`config.mk`:
```
export PLATFORM = sky130hd
export DESIGN_NAME = rca_nibble_sequencer
export DESIGN_NICKNAME = d
export VERILOG_FILES = /design/src/rtl/rca_nibble_sequencer.sv
export SDC_FILE = /design/constraint.sdc
export NUM_CORES = 1
export LEC_CHECK = 0
export ABC_CLOCK_PERIOD_IN_PS = 3320
export BUFFER_PORTS_ARGS = -buffer_cell sky130_fd_sc_hd__buf_2
export CAP_MARGIN = 20
export CELL_PAD_IN_SITES_DETAIL_PLACEMENT = 1
export CELL_PAD_IN_SITES_GLOBAL_PLACEMENT = 1
export CORE_MARGIN = 3
export CORE_UTILIZATION = 38
export CTS_BUF_LIST = sky130_fd_sc_hd__clkbuf_16
export CTS_CLUSTER_SIZE = 14
export DETAILED_ROUTE_END_ITERATION = 8
export PLACE_DENSITY = 0.81
export SETUP_SLACK_MARGIN = 0.1
export SKIP_LAST_GASP = 1
export SLEW_MARGIN = 20
export SYNTH_ARGS = -nofsm -noshare
export SYNTH_HDL_FRONTEND = slang
export SYNTH_SLANG_ARGS = --single-unit
export TNS_END_PERCENT = 10
```
`constraint.sdc`:
```
create_clock -name clk -period 3.32 [get_ports clk]
set_clock_uncertainty 0.05 [all_clocks]
set_input_delay 0.664 -clock clk [delete_from_list [all_inputs] [get_ports clk]]
set_output_delay 0.664 -clock clk [all_outputs]
set_load 0.01 [all_outputs]
```
`src/rtl/rca_nibble_sequencer.sv`:
```
// Multi-cycle wide adder: one shared 4-bit ripple carry slice walks WIDTH/4 nibbles, LSB first.
// Define RCA_SEQ_SUB_EN to add the 'sub' port (subtract by inverted B plus carry-in of 1).

module ripple_carry_adder (
    input  logic [3:0] a,
    input  logic [3:0] b,
    input  logic       c_in,
    output logic [3:0] sum,
    output logic       c_out
);

    logic [4:0] carry;

    always_comb begin
        carry    = '0;
        sum      = '0;
        carry[0] = c_in;
        for (int i = 0; i < 4; i++) begin
            sum[i]     = a[i] ^ b[i] ^ carry[i];
            carry[i+1] = (a[i] & b[i]) | (carry[i] & (a[i] ^ b[i]));
        end
        c_out = carry[4];
    end

endmodule

module rca_nibble_sequencer #(
    parameter int WIDTH = 16
) (
    input  logic             clk,
    input  logic             rst_n,
    input  logic             start,
    input  logic [WIDTH-1:0] in_1,
    input  logic [WIDTH-1:0] in_2,
    input  logic             c_in,
`ifdef RCA_SEQ_SUB_EN
    input  logic             sub,
`endif
    output logic             busy,
    output logic             done,
    output logic [WIDTH-1:0] sum,
    output logic             c_out,
    output logic             overflow
);

    localparam int NIBBLES = WIDTH / 4;
    localparam int IDXW    = (NIBBLES > 1) ? $clog2(NIBBLES) : 1;
    localparam logic [IDXW-1:0] LAST_IDX = IDXW'(NIBBLES - 1);

    typedef enum logic [1:0] {
        IDLE,
        RUN,
        DONE
    } state_t;

    state_t           state_q, state_d;
    logic [WIDTH-1:0] a_q, a_d;
    logic [WIDTH-1:0] b_q, b_d;
    logic [WIDTH-1:0] acc_q, acc_d;
    logic [WIDTH-1:0] sum_q, sum_d;
    logic             carry_q, carry_d;
    logic             cout_q, cout_d;
    logic             ovf_q, ovf_d;
    logic [IDXW-1:0]  idx_q, idx_d;

    logic [3:0]       nib_a, nib_b, nib_sum;
    logic             nib_cout;
    logic [WIDTH-1:0] acc_merged;
    logic [WIDTH-1:0] b_in;
    logic             carry_in;

    // Subtraction is folded into the operand latch so the RUN datapath never changes.
    always_comb begin
`ifdef RCA_SEQ_SUB_EN
        b_in     = sub ? ~in_2 : in_2;
        carry_in = sub ? 1'b1 : c_in;
`else
        b_in     = in_2;
        carry_in = c_in;
`endif
    end

    always_comb begin
        nib_a      = '0;
        nib_b      = '0;
        acc_merged = acc_q;
        for (int i = 0; i < NIBBLES; i++) begin
            if (idx_q == IDXW'(i)) begin
                nib_a                = a_q[4*i +: 4];
                nib_b                = b_q[4*i +: 4];
                acc_merged[4*i +: 4] = nib_sum;
            end
        end
    end

    ripple_carry_adder u_slice (
        .a     (nib_a),
        .b     (nib_b),
        .c_in  (carry_q),
        .sum   (nib_sum),
        .c_out (nib_cout)
    );

    always_comb begin
        state_d = state_q;
        a_d     = a_q;
        b_d     = b_q;
        acc_d   = acc_q;
        sum_d   = sum_q;
        carry_d = carry_q;
        cout_d  = cout_q;
        ovf_d   = ovf_q;
        idx_d   = idx_q;
        case (state_q)
            IDLE, DONE: begin
                if (start) begin
                    a_d     = in_1;
                    b_d     = b_in;
                    carry_d = carry_in;
                    idx_d   = '0;
                    state_d = RUN;
                end else begin
                    state_d = IDLE;
                end
            end
            RUN: begin
                acc_d   = acc_merged;
                carry_d = nib_cout;
                if (idx_q == LAST_IDX) begin
                    // Results are published only here, so no partial nibble is ever visible.
                    sum_d   = acc_merged;
                    cout_d  = nib_cout;
                    ovf_d   = (a_q[WIDTH-1] == b_q[WIDTH-1]) &&
                              (acc_merged[WIDTH-1] != a_q[WIDTH-1]);
                    state_d = DONE;
                end else begin
                    idx_d = idx_q + 1'b1;
                end
            end
            default: state_d = IDLE;
        endcase
    end

    always_ff @(posedge clk or negedge rst_n) begin
        if (!rst_n) begin
            state_q <= IDLE;
            a_q     <= '0;
            b_q     <= '0;
            acc_q   <= '0;
            sum_q   <= '0;
            carry_q <= 1'b0;
            cout_q  <= 1'b0;
            ovf_q   <= 1'b0;
            idx_q   <= '0;
        end else begin
            state_q <= state_d;
            a_q     <= a_d;
            b_q     <= b_d;
            acc_q   <= acc_d;
            sum_q   <= sum_d;
            carry_q <= carry_d;
            cout_q  <= cout_d;
            ovf_q   <= ovf_d;
            idx_q   <= idx_d;
        end
    end

    assign busy     = (state_q == RUN);
    assign done     = (state_q == DONE);
    assign sum      = sum_q;
    assign c_out    = cout_q;
    assign overflow = ovf_q;

endmodule

```
## Word-level counts from Yosys, hierarchy flattened

Cells that the tools add are included.

| operators by class | value |
|---|---|
| $add $sub $neg | 1 |
| eq/ne operators | 10 |
| multiplexer cells | 20 |
| bitwise gates (word level) | 20 |
| reductions and logical operators | 9 |

Operators with widths:

| kind | number |
|---|---|
| 4-bit 2-to-1 mux | 12 |
| 1-bit bitwise AND | 8 |
| 2-bit case mux with 2 select lines | 2 |
| 1-bit bitwise XOR | 8 |
| 2-bit == test (second input constant) | 3 |
| 2-bit 2-to-1 mux | 3 |
| 2-bit AND reduction | 3 |
| 2-bit by 1-bit == test with 1-bit output (second input constant) | 2 |
| 2-bit zero test | 2 |
| 2-bit != test (second input constant) | 2 |
| 1-bit bitwise OR | 4 |
| 3-bit AND reduction | 1 |
| 2-bit by 1-bit adder with 2-bit output (second input constant) | 1 |
| 1-bit 2-to-1 mux | 2 |
| 2-bit by 1-bit != test with 1-bit output (second input constant) | 1 |
| 1-bit case mux with 2 select lines | 1 |
| 2-bit nonzero test | 1 |
| 2-bit OR reduction | 1 |
| 1-bit == test | 1 |
| 1-bit logical AND | 1 |
| 1-bit != test | 1 |

| storage, ports and cells | value |
|---|---|
| flip-flop bits (word level) | 71 |
| input port bits | 36 |
| output and inout bits | 20 |
| logic and storage cells | 69 |

## Depth between registers and ports, before layout

Gate-level depths: netlist (run 1).

| depth | value |
|---|---|
| depth in word-level cells | 16 |
| depth in mapped cells | 16 |

## Hierarchy

Synthesis (run 1) repeated with hierarchy kept, for this count alone.

| second synthesis, totals | value |
|---|---|
| cell total of the unflattened synthesis | 312 |
| area total of the unflattened synthesis | 3225.6 µm² |

Modules (own cells, without submodules):

| module | instances | cells each | area each (µm²) |
|---|---|---|---|
| rca_nibble_sequencer | 1 | 298 | 3108.0 |
| ripple_carry_adder | 1 | 14 | 117.6 |

## Least setup slack after synthesis (run 1)

OpenSTA, ideal clock, no wires.

| timing path | value |
|---|---|
| path type | register to register |
| start point | register idx_q[0] |
| end point | register ovf_q (netlist: overflow) |
| setup time | 0.121 ns |
| arrival | 3.330 ns |
| data required time | 3.149 ns |
| path slack | -0.181 ns |
| stages on the path, launching flop included | 16 |
| path buffers | 3 |
| period minus slack after synthesis | 3.501 ns |
| cell sequence | dfrtp_1 -> ha_1 -> buf_4 -> buf_2 -> a21oi_1 -> o21ai_0 -> a22oi_1 -> fa_1 -> inv_1 -> fa_1 -> fa_1 -> fa_1 -> buf_1 -> and3b_1 -> a21oi_1 -> o21ai_1 |

| between the ends | value |
|---|---|
| word-level cells in the longest chain between the ends | 16 |
| elaborated cells on any way between the ends | 30 |
| those cells by class | eq/ne: 4; mux: 9; bitwise: 14; reduce/logical: 3 |

RTL lines:

| item | line | text |
|---|---|---|
| start, declared | 64 | `logic [IDXW-1:0] idx_q, idx_d;` |
| start signal, assigned | 164 | `idx_q <= idx_d;` |
| 2-bit zero test | 88 | `if (idx_q == IDXW'(i)) begin` |
| 4-bit 2-to-1 mux (4 in a row) | 88 |  |
| 1-bit bitwise XOR | 20 | `carry[i+1] = (a[i] & b[i]) \| (carry[i] & (a[i] ^ b[i]));` |
| 1-bit bitwise AND | 20 |  |
| 1-bit bitwise OR | 20 |  |
| 1-bit bitwise AND | 20 |  |
| 1-bit bitwise OR | 20 |  |
| 1-bit bitwise AND | 20 |  |
| 1-bit bitwise OR | 20 |  |
| 1-bit bitwise XOR | 19 | `sum[i] = a[i] ^ b[i] ^ carry[i];` |
| 4-bit 2-to-1 mux | 88 |  |
| 1-bit != test | 134 | `(acc_merged[WIDTH-1] != a_q[WIDTH-1]);` |
| 1-bit logical AND | 133 | `ovf_d = (a_q[WIDTH-1] == b_q[WIDTH-1]) &&` |
| end signal, assigned | 163 | `ovf_q <= ovf_d;` |
| end, declared | 63 | `logic ovf_q, ovf_d;` |

Several ways; a longest one is shown, not always the timed one.
A chain may end at the register's enable or synchronous reset.

## Worst setup path after layout (run 1)

| timing path | value |
|---|---|
| start point | register idx_q[0] |
| end point | register sum_q[15] (netlist: sum[15]) |

| between the ends | value |
|---|---|
| word-level cells in the longest chain between the ends | 14 |
| elaborated cells on any way between the ends | 28 |
| those cells by class | eq/ne: 3; mux: 9; bitwise: 14; reduce/logical: 2 |

RTL lines:

| item | line | text |
|---|---|---|
| 2-bit zero test | 88 |  |
| 4-bit 2-to-1 mux (4 in a row) | 88 |  |
| 1-bit bitwise XOR | 20 |  |
| 1-bit bitwise AND | 20 |  |
| 1-bit bitwise OR | 20 |  |
| 1-bit bitwise AND | 20 |  |
| 1-bit bitwise OR | 20 |  |
| 1-bit bitwise AND | 20 |  |
| 1-bit bitwise OR | 20 |  |
| 1-bit bitwise XOR | 19 |  |
| 4-bit 2-to-1 mux | 88 |  |
| end signal, assigned | 160 | `sum_q <= sum_d;` |
| end, declared | 60 | `logic [WIDTH-1:0] sum_q, sum_d;` |

Several ways; a longest one is shown, not always the timed one.

==> run metrics, run 1 <==
crit path max fanout 8; Setup WS pre-CTS -0.00119 ns; switching share of power about two fifths; Max Buffers Root-to-Sink 2; Final #Nets 421; # hold bufs at CTS 0; P_sw 1910 uW; Tightest Pin Transition 0.789 ns; CTS tree built; CP max stage delay 0.49 ns; share of cells above drive strength 1 29.7%; insertion delay to the later sink of the worst-skew pair 0.33 ns; DP Wirelength around 5300 microns; run status complete, no violations; Synth area leader dfrtp_1; DR pass1 iterations 4; number of global-route vias before repair around 2600; pwr dens 1210 nW/um^2; setup_tns 0 ns; power share of the combinational group about half; number of diodes 0; worst reg-to-reg path cell count 12; kind of critical path flip-flop to flip-flop; Final Hold Viols 0; Cells after Synth 315; residual DRC count 0; register area share after synthesis 54.4%; Clk pwr share 17.4%; GPL Wtd Cong 0.758; initial antenna violation count 0; DIE HEIGHT slightly below 100 microns; Tcrit/Tclk final 98.4%; crit path launch type flip-flop; Max transition margin 47.2%; Seq pwr share 31.4%; min cycle time layout around 3.3 ns; Crit path required time 3.48 ns; Port-buffer cells 55; worst reg2reg endpoint sum[15]$_DFFE_PN0P_; HP Class input pin to asynchronous set/reset pin; Static Leakage 0.00193 uW; routed length per placed instance 16.4 microns; synthesized cell area 3080 sq um; Area growth syn-to-layout 24.7%; gr ovfl total 0; final WL around 8000 microns; Root Buffer clkbuf_16; CP arrival 3.42 ns; EDFF count, synth 0; dominant cells by area after synthesis dfrtp_1 54%, nand2_1 14%, o21ai_0 4.1%, mux2i_1 3.6%, mux2_2 3.3%; CP endpoint sum[15]$_DFFE_PN0P_; first-pass GRT wire length 12800 microns; Synth Net Count 359; Starting DRT DRC Count a little over 90; fmax 0.306 GHz; Initial Utilization approximately two fifths; largest net degree at the start of global routing ~70; number of CTS-inserted buffers 9; reg2reg start idx_q[0]$_DFFE_PN0P_; Max-cap violations 0; Pins Over Slew Limit 0; io pins 56; yosys warns 0; DRT antenna net count 0; placed cells around 460; FP Rows 32; CTS sink cnt 67; CTS H-tree lvls 3; DIE AREA between 9000 and 10000 sq um; RSZ-0062 raised after global routing yes; fin cells 482; Worst R2R Setup Slack ~0.054 ns; via density per instance 5.11; # setup viols final 0; vias ~2500; syn_area_per_cell 9.78 sq um; Crit. Startpoint idx_q[0]$_DFFE_PN0P_; die width approximately 96 microns; CP most frequent cell fa_2; synthesis-stage register bit count 67; Async S/R FF share, synth 100%; area of the core a little under 8000 sq um; share of the synthesized area in the top cell type a little over half; Worst setup EP type flip-flop; most numerous cell in the Yosys netlist nand2_1; Top FF cell, synth dfrtp_1; worst setup margin between 0.05 and 0.06 ns; Worst VDD drop 0.507 mV; cell-internal power 2750 uW; synth unique cells 28; Post-synth top cells 117 x nand2_1, 67 x dfrtp_1, 25 x o21ai_0; critical-path cell list inv_2, ha_4, a21oi_2, o21ai_1, a22oi_2, fa_2, inv_2, fa_2, fa_2, fa_1, buf_6, mux2_4; total track usage between 10% and 20%; CP max-delay cell fa_1; clock slew at reported path FFs 0.05 ns
-- power groups by stage --
stage               Clock, uW  Sequential (uW)  Combinational, uW
floorplan                   0             1420               1540
global placement            0             1430               2050
detailed placement          0             1450               2180
CTS                       829             1450               2260
global route              863             1510               2680
finish                    812             1460               2380
-- routing by layer --
| layer | GRT usage [%] | routed length (microns) | up-vias |
|---|---|---|---|
| met5 | 0 | 0 | - |
| met4 | 8.65 | 256 | 0 |
| met3 | 3.91 | 380 | 19 |
| met2 | 30.4 | 3780 | 68 |
| met1 | 23.5 | 3490 | 1224 |
| li1 | - | - | 1154 |
-- state kept, by name, indices dropped and copies added (netlist names) --
| register | cells |
|---|---|
| acc_q | 12 |
| carry_q | 1 |
| overflow | 1 |
| sum | 16 |
| b_q | 16 |
| state_q | 2 |
| c_out | 1 |
| a_q | 16 |
| idx_q | 2 |
-- kinds of logic after synthesis --
logic type | count (synthesis) | share of synthesized area, %
adder cells (fa/ha/maj) | 8 | 4.22
buffers and inverters | 30 | 4.95
AND/OR/NAND/NOR | 135 | 18.1
flip-flops | 67 | 54.4
multiplexers | 24 | 8.81
AO/OA/AOI/OAI | 51 | 9.50
-- area by class of cell --
cell class / count / area [sq um]
multi-input combinational: 218 / 1340
inverter: 11 / 41.3
sequential: 67 / 1680
tap: 102 / 128
timing repair buffer: 70 / 412
clock inverter: 5 / 23.8
fill: 903 / 3970
clock buffer: 9 / 225
-- how the worst min path moves through the flow --
stage	startpoint	end	slack (ns)	depth (start not counted)
global route	rst_n	sum[9]$_DFFE_PN0P_	0.34	2
CTS	rst_n	sum[6]$_DFFE_PN0P_	0.32	2
detailed placement	a_q[1]$_DFFE_PN0P_	a_q[1]$_DFFE_PN0P_	0.41	2
finish	rst_n	sum[6]$_DFFE_PN0P_	0.29	2
global placement	sum[1]$_DFFE_PN0P_	sum[1]$_DFFE_PN0P_	0.41	2
floorplan	rst_n	a_q[0]$_DFFE_PN0P_	0.32	0
-- cell usage in the layout (no fill, tap or decap), types with 3 or more instances in the layout --
cell type  instances
a21oi_1            6
a21oi_2            3
a221oi_1           4
buf_2             55
buf_4             11
buf_6              3
clkbuf_16          9
dfrtp_1           66
fa_2               3
ha_4               3
inv_1             10
mux2_2             9
mux2_4             4
mux2i_1           10
nand2_1          117
nand3b_1           4
nor2b_1            6
o21ai_0           21
o21ai_1            9
o31ai_1            3
-- repair_timing --
item | 4_1_cts | 5_1_grt
setup endpoints to repair | 9 | 9
resized for setup | 7 | 17
buffers inserted | 2 | 2
hold endpoints to repair | 0 | 0
pin swaps | 2 | 7
cloned | 0 | 0
-- critical path, delay by kind of cell (launching register included) --
family          cells  cell delay (ns)
buf+inv             3             0.28
flops               1             0.46
compound gates      3             0.40
mux                 1             0.27
fa+ha+maj           5             1.69
-- through the flow --
step	instance area [sq um]	power [uW]	hold slack (ns)	utilization, %
after floorplan	3100	2960	0.318	-
after global placement	3480	3480	0.407	44.6
after detailed placement	3480	3630	0.415	44.6
after CTS	3770	4540	0.321	48.3
after global routing	3840	5050	0.339	49.2
final	3840	4660	0.293	49.2
Power figures use the tool's default switching activity.
==> inputs of run 2 (changes only) <==
- CORE_UTILIZATION: 38 -> 39
- SYNTH_HIERARCHICAL: not set -> 1
==> run metrics, run 2 <==
register area share after synthesis 52.0% (-2.4 points); CP arrival 3.53 ns (+0.11 ns); EDFF count, synth 0 (unchanged); fin cells 482 (unchanged); Static Leakage 0.00210 uW (+8.6%); commonest cells after routing, fill and taps aside 119 x nand2_1, 67 x dfrtp_1, 55 x buf_2, 15 x mux2_4; Crit. Startpoint idx_q[0]$_DFFE_PN0P_; residual DRC count 0 (unchanged); largest net degree at the start of global routing 36 (-47%); worst reg2reg endpoint sum[11]$_DFFE_PN0P_; first-pass GRT wire length 13700 microns (+6.5%); Final Hold Viols 0 (unchanged); DP Wirelength 5850 microns (+11%); yosys warns 6 (+6); fmax 0.295 GHz (-3.7%); Starting DRT DRC Count 48 (-48%); synth unique cells 28 (unchanged); Tcrit/Tclk final 102% (+3.8 points); Area growth syn-to-layout 23.0%; Root Buffer clkbuf_16; min cycle time layout 3.39 ns (+0.125 ns); failing checks negative setup slack; most numerous cell in the Yosys netlist nand2_1; Port-buffer cells 55 (unchanged); Worst VDD drop 0.578 mV (+14%); CP most frequent cell inv_1; via density per instance 5.05 (-1.2%); # setup viols final 8 (+8); CTS sink cnt 67 (unchanged); worst reg-to-reg path cell count 16 (+4); Setup WS pre-CTS -0.249 ns (-0.248 ns); HP Class input pin to asynchronous set/reset pin; number of diodes 0 (unchanged); insertion delay to the later sink of the worst-skew pair 0.33 ns (about the same); crit path max fanout 8 (unchanged); CTS H-tree lvls 3 (unchanged); DIE HEIGHT 96.9 microns (+0.93%); worst setup margin -0.0707 ns (-0.125 ns); io pins 56 (unchanged); switching share of power 40.6% (-0.30 points); pwr dens 1260 nW/um^2 (+4.0%); most common cell after layout, fill and taps aside nand2_1; RSZ-0062 raised after global routing yes; Synth Net Count 356 (-0.84%); reg2reg start idx_q[0]$_DFFE_PN0P_; CP max stage delay 0.52 ns (+0.03 ns); routed length per placed instance 16.7 microns (+2.0%); P_sw 2030 uW (+6.6%); vias 2436 (-1.2%); total track usage 18.3% (-0.28 points); number of CTS-inserted buffers 9 (unchanged); Pins Over Slew Limit 0 (unchanged); CTS tree built; placed cells 465 (+0.22%); Max Buffers Root-to-Sink 2 (unchanged); DR pass1 iterations 4 (unchanged); run status finished with violations; synthesized cell area 3230 sq um (+4.7%); Top FF cell, synth dfrtp_1; share of the synthesized area in the top cell type 52.0% (-2.4 points); syn_area_per_cell 10.3 sq um (+5.7%); Max-cap violations 0 (unchanged); post-route design area 3970 sq um (+3.3%); Worst setup EP type flip-flop; area of the core 7890 sq um (+1.0%); GPL Wtd Cong 0.884 (+17%); Post-synth top cells 119 x nand2_1, 67 x dfrtp_1, 16 x o21ai_0, 15 x mux2_4, 14 x inv_1; critical-path cell list inv_1, ha_2, nor2b_4, buf_4, a221oi_2, o31ai_1, inv_1, fa_1, inv_1, fa_2, inv_2, fa_1, inv_2, buf_12, mux2i_1, o21ai_1; Synth area leader dfrtp_1; FP Rows 32 (unchanged); share of cells above drive strength 1 33.4% (+3.7 points); dominant cells by area after synthesis dfrtp_1 52%, nand2_1 14%, mux2_4 7.0%, mux2i_1 4.0%, a221oi_2 3.3%; Cells after Synth 312 (-0.95%); Async S/R FF share, synth 100% (unchanged); Clk pwr share 16.7% (-0.7 points); final WL 8060 microns (+2.0%); cell-internal power 2970 uW (+7.9%); Post-DP Area 3670 sq um (+5.6%); number of global-route vias before repair 2689 (+5.0%); Min Hold Slack 0.377 ns (+0.0842 ns); CP max-delay cell fa_1; clock slew at reported path FFs 0.06 ns (about the same); Max transition margin 46.2% (-1.0 points); DRT antenna net count 0 (unchanged); Seq pwr share 29.6% (-1.8 points); synthesis-stage register bit count 67 (unchanged); power share of the combinational group 53.7% (+2.5 points); Design Power 5000 uW (+7.4%); Final #Nets 419 (-0.48%); DIE AREA 9400 sq um (+1.9%); kind of critical path flip-flop to flip-flop; Crit path required time 3.46 ns (-0.02 ns); Worst R2R Setup Slack -0.07 ns (-0.13 ns); # hold bufs at CTS 0 (unchanged); Tightest Pin Transition 0.807 ns (+0.0180 ns); crit path launch type flip-flop; Initial Utilization 40.9% (+1.4 points); die width 96.9 microns (+0.93%); gr ovfl total 0 (unchanged); initial antenna violation count 0 (unchanged)
[run 2: power by group through the flow]
| stage | Sequential (uW) | Combinational (uW) | Clock (uW) |
|---|---|---|---|
| floorplan | 1450 | 1780 | 0 |
| global placement | 1470 | 2410 | 0 |
| detailed placement | 1490 | 2610 | 0 |
| CTS | 1480 | 2670 | 853 |
| global route | 1540 | 2930 | 891 |
| finish | 1480 | 2680 | 836 |
[run 2: layout make-up]
cell class / count / area (sq um)
multi-input combinational: 212 / 1430
tap: 102 / 128
inverter: 14 / 52.6
clock buffer: 9 / 225
clock inverter: 7 / 36.3
fill: 889 / 3920
sequential: 67 / 1680
timing repair buffer: 71 / 420
[run 2: kinds of logic after synthesis]
group / Yosys count / share of synthesized area [%]
AO/OA/AOI/OAI: 33 / 8.03
multiplexers: 30 / 11.7
flip-flops: 67 / 52.0
AND/OR/NAND/NOR: 141 / 19.2
adder cells (fa/ha/maj): 8 / 4.03
buffers and inverters: 33 / 5.00
[run 2: worst max-delay path by stage]
stage / to / slack [ns] / cells after the start
floorplan: overflow$_DFFE_PN0P_ / -0.13 / 19
global placement: overflow$_DFFE_PN0P_ / 0.07 / 16
detailed placement: sum[11]$_DFFE_PN0P_ / -0.25 / 16
CTS: overflow$_DFFE_PN0P_ / -0.04 / 16
global route: sum[7]$_DFFE_PN0P_ / -0.20 / 16
finish: sum[11]$_DFFE_PN0P_ / -0.07 / 16
[run 2: worst max-delay path: cells and delay by family, from the launching register on]
kind / cells / cell delay (ns)
compound gates: 3 / 0.42
fa+ha+maj: 4 / 1.31
buf+inv: 7 / 0.68
flops: 1 / 0.39
mux: 1 / 0.15
simple gates: 1 / 0.23
[run 2: layer usage]
metal  track usage [%]  vias to the layer above  wire (microns)
li1                  -                     1137               -
met1              21.6                     1215            3320
met2              31.4                       61            4100
met3              3.53                       23             312
met4              9.83                        0             331
met5                 0                        -               0
[run 2: what timing repair did]
| item | CTS | global route |
|---|---|---|
| endpoints found under the hold margin | 0 | 0 |
| setup buffers | 1 | 0 |
| setup endpoints to repair | 8 | 8 |
| gates resized for setup | 5 | 3 |
| pin swaps | 0 | 1 |
[run 2: metrics by stage]
step / util (%) / setup TNS (ns)
6_report: 50.3 / -0.376
5_1_grt: 50.3 / -1.36
4_1_cts: 50.1 / -0.120
3_5_place_dp: 46.6 / -1.24
3_3_place_gp: 46.6 / 0
2_1_floorplan: - / -0.129
==> inputs of run 3 (changes only) <==
- ABC_CLOCK_PERIOD_IN_PS: 3320 -> 3900
- CORE_UTILIZATION: 39 -> 46
- PLACE_DENSITY: 0.81 -> 0.9
- clock period: 3.32 -> 3.9 ns (I/O delays scaled with it)
==> run metrics, run 3 (synthesized netlist as in run 2, its figures left out) <==
run status complete, no violations; total track usage 21.4% (+3.1 points); largest net degree at the start of global routing 68 (+89%); HP Class flip-flop to flip-flop; min-delay src sum[11]$_DFFE_PN0P_; Final Hold Viols 0 (unchanged); residual DRC count 0 (unchanged); commonest cells after routing, fill and taps aside 119 x nand2_1, 67 x dfrtp_1, 55 x buf_2, 16 x o21ai_0, 15 x mux2_4; Final #Nets 415 (-0.95%); Max-cap violations 0 (unchanged); Crit path required time 4.04 ns (+0.58 ns); Worst VDD drop 0.574 mV (-0.71%); first-pass GRT wire length 13600 microns (-0.36%); reg2reg start idx_q[0]$_DFFE_PN0P_; busiest layer in global routing met2; gr ovfl total 0 (unchanged); min cycle time layout 3.68 ns (+0.292 ns); Pins Over Slew Limit 0 (unchanged); die width 89.7 microns (-7.4%); DIE HEIGHT 89.7 microns (-7.4%); cell-internal power 2540 uW (-15%); routed length per placed instance 17.9 microns (+6.9%); number of diodes 0 (unchanged); Max transition margin 43.2% (-3.0 points); Root Buffer clkbuf_16; most common cell after layout, fill and taps aside nand2_1; GR Util met1 26.0% (+4.3 points); DRT antenna net count 0 (unchanged); critical-path cell list inv_2, ha_1, nor2b_2, a221oi_2, o31ai_2, fa_1, inv_1, fa_2, inv_1, fa_1, inv_1, fa_1, inv_2, and3b_1, a21oi_1, o21ai_0; number of fill cells 730 (-18%); met3 Resource Use GR 5.34% (+1.8 points); FP Rows 29 (-9.4%); hold path depth 2; Port-buffer cells 55 (unchanged); Seq pwr share 29.8% (+0.2 points); DIE AREA 8050 sq um (-14%); CP max stage delay 0.44 ns (-0.08 ns); switching share of power 40.9% (+0.33 points); DR pass1 iterations 4 (unchanged); insertion delay to the later sink of the worst-skew pair 0.33 ns (about the same); io pins 56 (unchanged); GR Util met2 36.8% (+5.5 points); area of the core 6570 sq um (-17%); # hold bufs at CTS 0 (unchanged); Worst setup EP type flip-flop; vias 2434 (-0.082%); number of global-route vias before repair 2656 (-1.2%); fmax 0.272 GHz (-7.9%); Starting DRT DRC Count 127 (+160%); CP arrival 3.83 ns (+0.30 ns); worst reg-to-reg path cell count 16 (unchanged); # setup viols final 0 (-8); CP max-delay cell fa_1; P_sw 1760 uW (-13%); DP Wirelength 5430 microns (-7.1%); Crit. Startpoint idx_q[0]$_DFFE_PN0P_; GPL Wtd Cong 0.818 (-7.5%); Tcrit/Tclk final 94.4% (-7.7 points); Min Hold Slack 0.419 ns (+0.0420 ns); via density per instance 5.21 (+3.1%); clock slew at reported path FFs 0.05 ns (about the same); Max Buffers Root-to-Sink 2 (unchanged); kind of critical path flip-flop to flip-flop; Clk pwr share 17.8% (+1.1 points); RSZ-0062 raised after global routing no; final WL 8350 microns (+3.5%); power share of the combinational group 52.4% (-1.3 points); Initial Utilization 49.1% (+8.2 points); share of cells above drive strength 1 31.0% (-2.4 points); initial antenna violation count 0 (unchanged); crit path max fanout 5 (-3); CTS H-tree lvls 3 (unchanged); pwr dens 1100 nW/um^2 (-12%); combined area of the multi-input logic cells 1410 sq um (-1.3%); setup_tns 0 ns (+0.376 ns); Tightest Pin Transition 0.852 ns (+0.0450 ns); CTS sink cnt 67 (unchanged); Area growth syn-to-layout 20.7%; register area 1680 sq um (unchanged); number of CTS-inserted buffers 9 (unchanged); crit path launch type flip-flop; CTS tree built; Static Leakage 0.00208 uW (-1.1%)
run 3: cell count changes in the layout (fill, tap and decap cells not counted), moves of 2 or more:
cell / previous run / this run
buf_4: 14 / 12
buf_12: 2 / 0
clkinv_2: 5 / 2
o21ai_1: 2 / 0
ha_1: 1 / 3
ha_2: 3 / 1
o21ai_0: 14 / 16
run 3: final timing paths:
| path | to | slack (ns) |
|---|---|---|
| setup / recovery | overflow$_DFFE_PN0P_ | 0.22 |
| setup reg to reg | overflow$_DFFE_PN0P_ | 0.22 |
| hold / removal | sum[11]$_DFFE_PN0P_ | 0.42 |
| min in group asynchronous | sum[13]$_DFFE_PN0P_ | 0.59 |
| max in group asynchronous | state_q[0]$_DFFE_PN0P_ | 2.65 |
| hold reg to reg | sum[11]$_DFFE_PN0P_ | 0.42 |
run 3: power by group through the flow:
stage	combinational, uW	clock (uW)	sequential [uW]
after global routing	2460	811	1320
after global placement	1820	0	1260
final	2250	765	1280
after floorplan	1430	0	1240
after CTS	2040	772	1280
after detailed placement	1970	0	1280
run 3: metrics by stage:
step	power [uW]	setup WS [ns]	util [%]	std cells	area [sq um]
6_report	4300	0.217	59.3	467	3890
5_1_grt	4590	0.0470	59.3	467	3890
4_1_cts	4090	0.107	58.6	463	3850
3_5_place_dp	3250	0.194	54.4	449	3570
3_3_place_gp	3080	0.399	54.4	449	3570
2_1_floorplan	2670	0.246	-	312	3230
run 3: worst max-delay path: cells and delay by family, from the launching register on:
family | cells | cell delay, ns
adders and majority gates | 5 | 1.67
AOI/OAI and AO/OA | 4 | 0.61
DFF | 1 | 0.42
buffers and inverters | 5 | 0.42
and+or+nand+nor | 2 | 0.38
run 3: timing repair:
action                     4_1_cts  5_1_grt
buffers inserted                 0        4
setup endpoints to repair        1        4
gates cloned                     0        0
pin swaps                        0        1
gates resized for setup          1        5
run 3: final cells by class:
| cell class | instances | share of cell area, % |
|---|---|---|
| clock buffer | 9 | 5.78 |
| timing repair buffer | 67 | 9.38 |
| sequential | 67 | 43.1 |
| multi-input combinational | 212 | 36.2 |
| inverter | 14 | 1.35 |
| clock inverter | 5 | 1.22 |
| tap | 93 | 2.99 |
run 3: routing by layer:
metal  share of wire [%]  vias to the layer above
met4                 1.9                        0
met5                   0                        -
met2                  52                       60
met3                 3.4                       19
met1                  42                     1229
li1                    -                     1126
